## src/rtl/uart_tx_sched.sv

```systemverilog
// uart_tx_sched
//   Shares one uart_tx between N_REQ byte producers. Each producer has a
//   one-byte holding register. Grants go round-robin. Grants are paced at
//   least one UART frame apart because uart_tx has no busy output.
//
//   Optional feature: define UART_SCHED_PRIO_EN to give requester 0 strict
//   priority. Requesters 1..N_REQ-1 then share round-robin among themselves.
//   With the macro undefined, all N_REQ requesters are pure round-robin.
//
// Ports
//   sys_clk   in   system clock, rising edge
//   sys_rst   in   asynchronous active-high reset
//   req_flag  in   [N_REQ]   per-requester one-cycle byte strobe
//   req_data  in   [8*N_REQ] byte i on bits [8i+7:8i]
//   req_ovf   out  [N_REQ]   one-cycle pulse when requester i's byte is dropped
//   po_data   out  [8]       byte to uart_tx pi_data
//   po_flag   out            one-cycle strobe to uart_tx pi_falg
//   busy      out            WAIT state or any holding register valid
//
// state | meaning
// IDLE  | no frame being paced; grant the next pending holding register
// WAIT  | frame in flight; cnt counts FRAME_CYC cycles before the next grant

module uart_tx_sched #(
    parameter int CLK_FREQ   = 50_000_000,
    parameter int UART_BPS   = 9600,
    parameter int FRAME_BITS = 10,
    parameter int N_REQ      = 3
) (
    input  logic                 sys_clk,
    input  logic                 sys_rst,
    input  logic [N_REQ-1:0]     req_flag,
    input  logic [8*N_REQ-1:0]   req_data,
    output logic [N_REQ-1:0]     req_ovf,
    output logic [7:0]           po_data,
    output logic                 po_flag,
    output logic                 busy
);

    localparam int BAUD_CYC  = CLK_FREQ / UART_BPS;
    localparam int FRAME_CYC = BAUD_CYC * FRAME_BITS;
    localparam int CW        = (FRAME_CYC > 1) ? $clog2(FRAME_CYC) : 1;
    localparam int LW        = $clog2(N_REQ);
    localparam logic [CW-1:0] CNT_LAST = CW'(FRAME_CYC - 1);

    typedef enum logic {
        ST_IDLE = 1'b0,
        ST_WAIT = 1'b1
    } state_t;

    state_t            state_q, state_d;
    logic [CW-1:0]     cnt_q, cnt_d;
    logic [LW-1:0]     last_q, last_d;
    logic [N_REQ-1:0]  hv_q, hv_d;
    logic [7:0]        hold_q [N_REQ];
    logic [7:0]        hold_d [N_REQ];
    logic [7:0]        po_data_q, po_data_d;
    logic              po_flag_q, po_flag_d;
    logic [N_REQ-1:0]  req_ovf_q, req_ovf_d;

    logic              gnt_vld;
    logic [LW-1:0]     gnt_idx;
    logic              gnt_upd_last;
    logic [LW-1:0]     rr_idx;

    // Grant selection: first valid holding register after last, wrapping.
    always_comb begin
        gnt_vld      = 1'b0;
        gnt_idx      = '0;
        gnt_upd_last = 1'b0;
        rr_idx       = '0;
        if (state_q == ST_IDLE) begin
`ifdef UART_SCHED_PRIO_EN
            if (hv_q[0]) begin
                // Requester 0 bypasses the rotation and leaves last untouched.
                gnt_vld = 1'b1;
                gnt_idx = '0;
            end else begin
                // last only ever holds 1..N_REQ-1 here, so last-1 is never negative.
                for (int off = 1; off < N_REQ; off++) begin
                    rr_idx = LW'(((int'(last_q) - 1 + off) % (N_REQ - 1)) + 1);
                    if (!gnt_vld && hv_q[rr_idx]) begin
                        gnt_vld      = 1'b1;
                        gnt_idx      = rr_idx;
                        gnt_upd_last = 1'b1;
                    end
                end
            end
`else
            for (int off = 1; off <= N_REQ; off++) begin
                rr_idx = LW'((int'(last_q) + off) % N_REQ);
                if (!gnt_vld && hv_q[rr_idx]) begin
                    gnt_vld      = 1'b1;
                    gnt_idx      = rr_idx;
                    gnt_upd_last = 1'b1;
                end
            end
`endif
        end
    end

    always_comb begin
        state_d   = state_q;
        cnt_d     = cnt_q;
        last_d    = last_q;
        hv_d      = hv_q;
        hold_d    = hold_q;
        po_data_d = po_data_q;
        po_flag_d = 1'b0;
        req_ovf_d = '0;

        case (state_q)
            ST_IDLE: begin
                if (gnt_vld) begin
                    state_d          = ST_WAIT;
                    cnt_d            = '0;
                    po_flag_d        = 1'b1;
                    po_data_d        = hold_q[gnt_idx];
                    hv_d[gnt_idx]    = 1'b0;
                    if (gnt_upd_last) begin
                        last_d = gnt_idx;
                    end
                end
            end
            ST_WAIT: begin
                if (cnt_q == CNT_LAST) begin
                    state_d = ST_IDLE;
                end else begin
                    cnt_d = cnt_q + CW'(1);
                end
            end
            default: state_d = ST_IDLE;
        endcase

        // Runs after the grant so a byte arriving on its own grant cycle
        // re-arms the slot that the grant just emptied.
        for (int i = 0; i < N_REQ; i++) begin
            if (req_flag[i]) begin
                if (!hv_q[i] || (gnt_vld && (gnt_idx == LW'(i)))) begin
                    hold_d[i] = req_data[8*i +: 8];
                    hv_d[i]   = 1'b1;
                end else begin
                    req_ovf_d[i] = 1'b1;
                end
            end
        end
    end

    always_ff @(posedge sys_clk or posedge sys_rst) begin
        if (sys_rst) begin
            state_q   <= ST_IDLE;
            cnt_q     <= '0;
            last_q    <= LW'(N_REQ - 1);
            hv_q      <= '0;
            hold_q    <= '{default: '0};
            po_data_q <= 8'h00;
            po_flag_q <= 1'b0;
            req_ovf_q <= '0;
        end else begin
            state_q   <= state_d;
            cnt_q     <= cnt_d;
            last_q    <= last_d;
            hv_q      <= hv_d;
            hold_q    <= hold_d;
            po_data_q <= po_data_d;
            po_flag_q <= po_flag_d;
            req_ovf_q <= req_ovf_d;
        end
    end

    assign po_data = po_data_q;
    assign po_flag = po_flag_q;
    assign req_ovf = req_ovf_q;
    assign busy    = (state_q == ST_WAIT) || (|hv_q);

endmodule

```

## config.mk

```make
export PLATFORM = sky130hd
export DESIGN_NAME = uart_tx_sched
export DESIGN_NICKNAME = d
export VERILOG_FILES = /design/src/rtl/uart_tx_sched.sv
export SDC_FILE = /design/constraint.sdc
export NUM_CORES = 1
export LEC_CHECK = 0
export ABC_AREA = 1
export BUFFER_PORTS_ARGS = -buffer_cell sky130_fd_sc_hd__buf_2
export CAP_MARGIN = 20
export CORE_ASPECT_RATIO = 1.1
export CORE_MARGIN = 3
export CORE_UTILIZATION = 40
export CTS_BUF_LIST = sky130_fd_sc_hd__clkbuf_2 sky130_fd_sc_hd__clkbuf_4 sky130_fd_sc_hd__clkbuf_8
export DETAILED_ROUTE_END_ITERATION = 8
export PLACE_DENSITY = 0.7
export SLEW_MARGIN = 15
export SYNTH_ARGS = -nofsm -noshare
export SYNTH_HDL_FRONTEND = slang
export SYNTH_SLANG_ARGS = --single-unit
```

## constraint.sdc

```tcl
create_clock -name sys_clk -period 2.7 [get_ports sys_clk]
set_input_delay 0.135 -clock sys_clk [delete_from_list [all_inputs] [get_ports sys_clk]]
set_output_delay 0.135 -clock sys_clk [all_outputs]
set_load 0.1 [all_outputs]
```

# Word-level counts from Yosys, hierarchy flattened
# Index checks and enable logic that the tools add are counted.
# classes
add_sub_neg	4
div	3
order_cmp	6
n_eq_ne	5
muxes	45
bitwise_logic	4
reduce_logical	23
# op_table
operator	count
$mod A32 B3 Y32 const B	3
$mux W16	2
$pmux W16 S2	1
$mux W1	28
$add A16 B1 Y16 const B	1
$bmux W8 S2	1
$eq A16 B16 Y1 const B	1
$mux W8	2
$lt A2 B3 Y1 const B	4
$reduce_and A2 Y1	5
$mux W2	4
$add A2 B2 Y3 const B	2
$bmux W1 S2	3
$logic_and A1 B1 Y1	6
$mux W3	2
$logic_not A1 Y1	5
$logic_or A1 B1 Y1	4
$ne A2 B2 Y1 const B	2
$add A2 B1 Y3 const B	1
$and A3 B3 Y3	1
$ge A3 B3 Y1 const B	1
$not A2 Y3	1
$not A3 Y3	1
$reduce_and A3 Y1	1
8 further kinds	8
# word_totals
ff_bits	58
inputBits	29
out_inout_bits	13
elab_cells	100

# Longest topological paths before layout
# Gate-level depths: netlist of the first run.
# depth
depth_word	24
depth_mapped	16
depth_no_buf	16

# Worst setup path before layout of the first run
# No wires, ideal clock.
# synth_timing
path_kind	reg-to-output
startpoint	register state_q
endpoint	output busy
arrival_time_ns	1.818
required_ns	2.565
path_slack_ns	0.747
stages_incl_launch_ff	4
n_path_buf	1
cell_sequence	dfrtp_1 > inv_1 > clkbuf_1 > nand4_1
# synth_between
elab_chain_len	1
# synth_lines
item	line_no	rtl
start, declared	51	state_t state_q, state_d;
start signal, assigned	160	state_q <= state_d;
$logic_or A1 B1 Y1	174	assign busy = (state_q == ST_WAIT) || (|hv_q);
end, declared	37	output logic busy
# No other way between the ends.

# Worst setup path in the final report of the first run
# layout_timing
startpoint	register last_q[1]
endpoint	register hold_q[8] (netlist bit)
# layout_between
elab_chain_len	18
elab_cells_between_ends	30
classes_between	add/sub: 3; div: 3; eq/ne: 1; mux: 16; reduce/logical: 7
# layout_lines
item	line_no	rtl
start, declared	53	logic [LW-1:0] last_q, last_d;
start signal, assigned	153	last_q <= LW'(N_REQ - 1);
start signal, assigned	162	last_q <= last_d;
$add A2 B1 Y3	91	rr_idx = LW'((int'(last_q) + off) % N_REQ);
$mod A32 B3 Y32	91	
$bmux W1 S2	92	if (!gnt_vld && hv_q[rr_idx]) begin
$mux W1 (implied by the code)	92	
$mux W1	92	
$mux W1	72	if (state_q == ST_IDLE) begin
$logic_not A1 Y1	92	
$logic_and A1 B1 Y1	92	
[2 not listed]	-	
$logic_not A1 Y1	92	
$logic_and A1 B1 Y1	92	
$mux W2	92	
$mux W2	72	
$eq A2 B1 Y1	139	if (!hv_q[i] || (gnt_vld && (gnt_idx == LW'(i)))) begin
$logic_and A1 B1 Y1 *	139	
$logic_or A1 B1 Y1 *	139	
$reduce_and A2 Y1 (no line) *	-	
end signal, assigned	164	hold_q <= hold_d;
end, declared	55	logic [7:0] hold_q [N_REQ];
# Every way passes the cells marked *; elsewhere a longest branch is shown, timed or not. The select of a mux whose other input is x is not followed.
# A chain may end at the register's enable or synchronous reset.

==> summary.md, run 1 <==
| Metric | Value |
|---|---|
| Placed cells | 497 |
| Root Buffer | clkbuf_8 |
| Fin Setup TNS | 0 ps |
| Fin crit period | approximately 2300 ps |
| Syn nets | approximately 400 |
| Final WS setup | 379 ps |
| Area Overhead vs Synth | 15.9% |
| FP Rows | 32 |
| DRC | 0 |
| DP HPWL | roughly 4900 um |
| Core ar. | a little over 0.007 sq mm |
| Slowest stage cell, crit path | dfstp_2 |
| Min-Delay Startpoint | req_data[15] |
| Fin crit share | 0.860 |
| Critical R2R Capture | hold_q[8] |
| Antenna violations before repair | 0 |
| Crit-path most repeated cell | nand2_1 |
| Reg clk slew, reported paths | ~70 ps |
| XOR/XNOR Fraction of Synth Area | 0.0232 |
| Largest family of logic cells by synthesized area | simple AND/OR/NAND/NOR gates |
| Critical path, cell by cell | ha_1, inv_2, o21ai_0, nor2_1, nand3_1, nand2_1, inv_1, nand2_1, nand2_2, nand2_2, nand2_1, nand2_1, nand2_1 |
| Place WS | between 300 and 400 ps |
| Hold endpoint | hold_q[15] |
| Yosys reg bits | 58 |
| Syn Inst Count | roughly 380 |
| Count of final max-slew check failures | 0 |
| Synth Area in Compound Gates | 0.0629 |
| Register area share after synthesis | 0.481 |
| Most area-hungry cell type in the Yosys netlist | dfrtp_1 |
| IO Pins | between 40 and 50 |
| WS Path Type | reg2reg |
| Post-Synth Simple-Gate Area | 0.330 |
| Vias per inst | 5.07 |
| Die width | 88.9 um |
| Post-synth top area share | 0.472 |
| Critical path buffers and inverters | 2 |
| Achievable Freq | around 0.43 GHz |
| Wirelength per Cell | 12.7 um |
| Register share of total power | 0.500 |
| Area after DPL | around 0.0033 sq mm |
| Multi-input gate area | 0.00132 sq mm |
| Mux cell area share after synthesis | 0 |
| Levels on crit path | 13 |
| R2r setup slk | between 300 and 400 ps |
| Sw Ratio | 0.240 |
| Final setup vio count | 0 |
| Top cell family by delay on the critical path | simple AND/OR/NAND/NOR gates |
| Lkg Pwr | approximately 1.9 nW |
| Hold path cells | 3 |
| Power per cell area | about 510 mW/mm^2 |
| Worst-case reg-to-reg path depth | 13 |
| Yosys cell types | 28 |
| Die area | between 0.008 and 0.009 sq mm |
| Synth Flop Type | dfrtp_1 |
| Vias in the first global route | 2546 |
| Total power | around 1.8 mW |
| H-tree depth | 3 |
| Buffers on Ports | 41 |
| Setup Buffers After CTS | 0 |
| Initial drt markers | roughly 110 |
| Pre-antenna DRT Iters | 4 |
| CP startpoint kind | register |
| Post-synth EDFFs | 0 |
| TritonCTS buffer count | 9 |
| Arrival time at the worst endpoint | about 2600 ps |
| Net Sw Power | ~0.43 mW |
| Layout cell share with drive strength beyond 1 | 0.182 |
| Max clock buf depth | 2 |
| TritonCTS Sinks | 58 |
| Unrepaired setup endpoints after global routing | no |
| Via Count | approximately 2600 |
| N_diodes | 0 |
| CP max stage delay | 550 ps |
| RR Startpoint | last_q[1] |
| Async SR Flop Fraction | 1.00 |
| Syn_area_per_cell | approximately 8 sq um |
| Crit-path max FO | 11 |
| Global-route wire length before repair | around 12000 um |
| Final hold viol count | 0 |
| Placer Congestion | approximately 0.9 |
| Max Cap Viol | 0 |
| GRT Total Usage | 0.170 |
| Largest net degree at the start of global routing | 26 |
| Slew @ Worst Pin | about 600 ps |
| Die outline height | ~97 um |
| Fillers | slightly below 700 |
| Hold Path Class | in2reg |
| Final net count | around 460 |
| Final core occ | 0.488 |
| Post-Synth Adder-Cell Area | 0.0207 |
| Initial Utilization | 0.422 |
| Clk_lat worst skew | about 340 ps |
| Outcome | complete, no violations |
| CTS tree | yes |
| P_int | about 1.4 mW |
| Hold slack final | roughly 25 ps |
| Grt ovf | 0 |
| WP data required | 2930 ps |
| Comb pwr share | 0.044 |
| Crit. End Element | register |
| Routed WL | around 6500 um |
| Peak supply drop | around 0.3 mV |
| Reg area | approximately 0.0015 sq mm |
| Clk pwr share | 0.456 |
| Synth cell count leaders | nand2_1, dfrtp_1, inv_1 |
| Post-synthesis cell area | between 0.003 and 0.004 sq mm |
| Max_slew headroom | 0.610 |
| Syn. warnings | 0 |
| Fin cells | ~500 |
| Final ANT Viol Nets | 0 |
| Most frequent cell after synthesis | nand2_1 |
| Cell area after layout | around 0.0035 sq mm |
| Synth area leaders | dfrtp_1, nand2_1, nand3_1 |
| Clock Skew | around 10 ps |
## state kept, by name (all words and copies together) (netlist names)
name,count
cnt_q,16
hold_q,24
hv_q,3
last_q,2
po_data,8
po_flag,1
req_ovf,3
state_q,1
## how the worst max path moves through the flow
| stage | from | endpoint | slack, ps |
|---|---|---|---|
| floorplan | state_q | busy | 750 |
| global placement | last_q[0] | hold_q[12] | 420 |
| detailed placement | last_q[0] | hold_q[8] | 300 |
| CTS | last_q[1] | hold_q[14] | 280 |
| global route | last_q[0] | hold_q[15] | 120 |
| finish | last_q[1] | hold_q[8] | 380 |
## power by group through the flow
stage          clock [mW]  sequential, mW  combinational, mW
2_1_floorplan           0           0.925             0.0292
3_3_place_gp            0           0.911             0.0774
3_5_place_dp            0           0.911             0.0796
4_1_cts             0.831           0.895             0.0810
5_1_grt             0.868           0.896             0.0896
6_report            0.815           0.895             0.0789
## cell usage in the layout, fill, tap and decap left out, types with 2 or more instances in the layout
| master | n |
|---|---|
| nand3_2 | 2 |
| xor2_1 | 8 |
| buf_2 | 41 |
| nand3_4 | 2 |
| nor3_1 | 6 |
| inv_2 | 3 |
| a21oi_1 | 12 |
| clkinvlp_4 | 3 |
| o21ai_0 | 11 |
| nand3_1 | 40 |
| o21bai_1 | 2 |
| nand2_1 | 97 |
| ha_1 | 5 |
| nand2_4 | 3 |
| nand2_2 | 7 |
| buf_4 | 3 |
| inv_1 | 44 |
| nor4_1 | 4 |
| dfrtp_1 | 57 |
| nand4_1 | 17 |
| nor2_1 | 34 |
| o21ai_1 | 9 |
| clkbuf_8 | 10 |
## worst min-delay path: cells and delay by family
kind                   cells  cell delay [ps]
buffers and inverters      1               70
AND/OR/NAND/NOR            2              120
## what timing repair did
item / in CTS / in global routing
hold endpoints to repair: 23 / 0
gates resized for setup: 0 / 1
endpoints found under the setup margin: 0 / 8
hold buffers: 1 / 0
## logic make-up after synthesis
family                   Yosys count
XOR/XNOR                           8
AND/OR/NAND/NOR                  214
flip-flops                        58
AO/OA/AOI/OAI                     36
adder cells (fa/ha/maj)            5
buffers and inverters             57
## routing by layer
metal | vias to the layer above | part of all wire | GRT usage
met3 | 22 | 0.041 | 0.0373
met5 | - | 0 | 0
met1 | 1195 | 0.45 | 0.222
li1 | 1324 | - | -
met4 | 0 | 0.035 | 0.0930
met2 | 65 | 0.47 | 0.256
## final cells by class
type / instances / share of cell area
clock inverters: 6 / 0.0189
clock buffers: 10 / 0.0393
multi-input cells: 263 / 0.378
flip-flops and latches: 58 / 0.415
repair buffers: 45 / 0.0679
inverters: 47 / 0.0504
well taps: 85 / 0.0304
Note: power is estimated with default switching activity, not from simulation.
==> run 2, diff against run 1 <==
Settings changed: CTS_CLUSTER_DIAMETER set to 200, MAX_ROUTING_LAYER set to met4.
==> run 2 against run 1 <==
  * Critical path depth increased by 2
  * Die area is the same
  * Clock power shrank 13%
  * Global-route usage up 0.49 points
  * Worst setup slack worse by 110 ps
  * Register-to-register slack got worse by 110 ps
  * Clock skew shrank 0.62 ps
  * Sequential power is essentially flat
  * Final cell count is the same
  * Largest cell class unchanged
==> summary.md, run 2 (synthesized netlist as in run 1, its figures left out) <==
| Metric | Value |
|---|---|
| Outcome | complete, no violations |
| Clk_lat worst skew | 330 ps (about the same) |
| TritonCTS buffer count | 9 (unchanged) |
| Fin Setup TNS | 0 ps (unchanged) |
| Wirelength per Cell | 12.7 um (about the same) |
| Arrival time at the worst endpoint | 2650 ps (+100 ps) |
| Core ar. | 0.00717 sq mm (unchanged) |
| Max clock buf depth | 2 (unchanged) |
| Max FFs per register | 24 (unchanged) |
| Max Cap Viol | 0 (unchanged) |
| Met3 Use GR | 0.0280 (-0.00933) |
| Count of final max-slew check failures | 0 (unchanged) |
| DP HPWL | 4890 um (+0.63%) |
| Initial Utilization | 0.422 (unchanged) |
| Cell area after layout | 0.00347 sq mm (-0.93%) |
| Clock Skew | 9.26 ps (-0.625 ps) |
| Die outline height | 97.2 um (unchanged) |
| FP Rows | 32 (unchanged) |
| Final WS setup | 268 ps (-111 ps) |
| Area Overhead vs Synth | 14.8% |
| Setup Buffers After CTS | 0 (unchanged) |
| Final setup vio count | 0 (unchanged) |
| Global-route wire length before repair | 11800 um (+2.1%) |
| Hold Path Class | in2reg |
| Hold Buf Count CTS | 1 (unchanged) |
| Final ANT Viol Nets | 0 (unchanged) |
| Vias in the first global route | 2614 (+2.7%) |
| Buffers on Ports | 41 (unchanged) |
| Root Buffer | clkbuf_8 |
| Unrepaired setup endpoints after global routing | no |
| # resized after CTS | 0 (unchanged) |
| Pre-antenna DRT Iters | 4 (unchanged) |
| Met1 Track Usage GR | 0.223 (+0.000484) |
| TritonCTS Sinks | 58 (unchanged) |
| Reg clk slew, reported paths | 70 ps (about the same) |
| Die area | 0.00863 sq mm (unchanged) |
| Lkg Pwr | 1.86 nW (-0.35%) |
| CTS tree | yes |
| Peak supply drop | 0.348 mV (+14%) |
| Grt peak-use layer | met2 |
| GRT Total Usage | 0.175 (+0.00494) |
| Commonest cells after routing, fill and taps aside | nand2_1, dfrtp_1, inv_1 |
| Final core occ | 0.484 (-0.00454) |
| WP data required | 2920 ps (about the same) |
| CP startpoint kind | register |
| Power per cell area | 485 mW/mm^2 (-5.1%) |
| DRC | 0 (unchanged) |
| Final net count | 458 (unchanged) |
| M2 GR Usage | 0.273 (+0.0171) |
| Crit-path max FO | 11 (unchanged) |
| Layout cell share with drive strength beyond 1 | 0.179 (-0.00233) |
| Max_slew headroom | 0.672 (+0.0626) |
| H-tree depth | 3 (unchanged) |
| Largest net degree at the start of global routing | 30 (+15%) |
| N_diodes | 0 (unchanged) |
| Vias per inst | 5.08 (+0.23%) |
| Fin crit share | 0.901 (+0.0412) |
| Slew @ Worst Pin | 495 ps (-89.8 ps) |
| Crit. End Element | register |
| IO Pins | 42 (unchanged) |
| Fillers | 703 (+2.6%) |
| Hold slack final | 36.5 ps (+11.4 ps) |
| Multi-input gate area | 0.00132 sq mm (-0.19%) |
| Achievable Freq | 0.411 GHz (-4.6%) |
| Place WS | 308 ps (+4.29 ps) |
| Via Count | 2612 (+0.23%) |
| Largest register by flop count | hold_q |
| Routed WL | 6540 um (about the same) |
| Placer Congestion | 0.915 (+2.6%) |
| Final hold viol count | 0 (unchanged) |
| Commonest non-fill, non-tap cell in the layout | nand2_1 |
| Area after DPL | 0.00328 sq mm (unchanged) |
| Die width | 88.9 um (unchanged) |
| Placed cells | 497 (unchanged) |
| Total power | 1.68 mW (-5.9%) |
| Fin crit period | 2430 ps (+111 ps) |
| Fin cells | 514 (unchanged) |
| Initial drt markers | 142 (+26%) |
| Antenna violations before repair | 0 (unchanged) |
| Grt ovf | 0 (unchanged) |
| Reg area | 0.00145 sq mm (unchanged) |
| WS Path Type | reg2reg |
==> run 2: changes by cell type in the layout (fill, tap and decap cells not counted) <==
cell,change
clkinvlp_4,-1
clkinv_2,+1
inv_6,+1
nand2_1,+1
clkbuf_8,-1
nand2_2,-1
bufinv_16,-1
clkbuf_4,+1
==> run 2: critical path, stage by stage (launching register included) <==
cell,delay (ps)
dfrtp_1,380
inv_1,80
ha_1,390
inv_2,80
nand2_1,70
nand3_1,90
nand2_2,110
nand3_1,70
nand2_1,60
inv_1,30
nand2_1,90
nand2_2,130
nand2_1,290
nand2_1,250
nand2_1,120
nand2_1,60
==> run 2: worst paths after layout <==
path	startpoint	to	slack [ps]	cells past startpoint
max in group asynchronous	sys_rst	last_q[1]	1760	4
worst max-delay path	last_q[0]	hold_q[13]	270	15
worst min-delay path	req_data[8]	hold_q[8]	40	3
min in group asynchronous	sys_rst	cnt_q[1]	260	3
worst min register to register	hold_q[15]	hold_q[15]	470	2
worst max register to register	last_q[0]	hold_q[13]	270	15
==> run 2: area by class of cell <==
type | count | area share
Tap cell | 85 | 0.0307
Sequential cell | 58 | 0.419
Multi-Input combinational cell | 263 | 0.381
Clock buffer | 10 | 0.0379
Clock inverter | 6 | 0.0123
Timing Repair Buffer | 45 | 0.0685
Inverter | 47 | 0.0509
==> run 2: report_power, final <==
group | internal, mW | switching [mW]
clock network | 0.344 | 0.365
registers | 0.885 | 0.00968
logic | 0.0248 | 0.0539
==> run 2: metal layers <==
layer,up-vias,share of wire
li1,1323,-
met1,1204,0.45
met2,73,0.49
met3,12,0.043
met4,0,0.019
met5,-,0
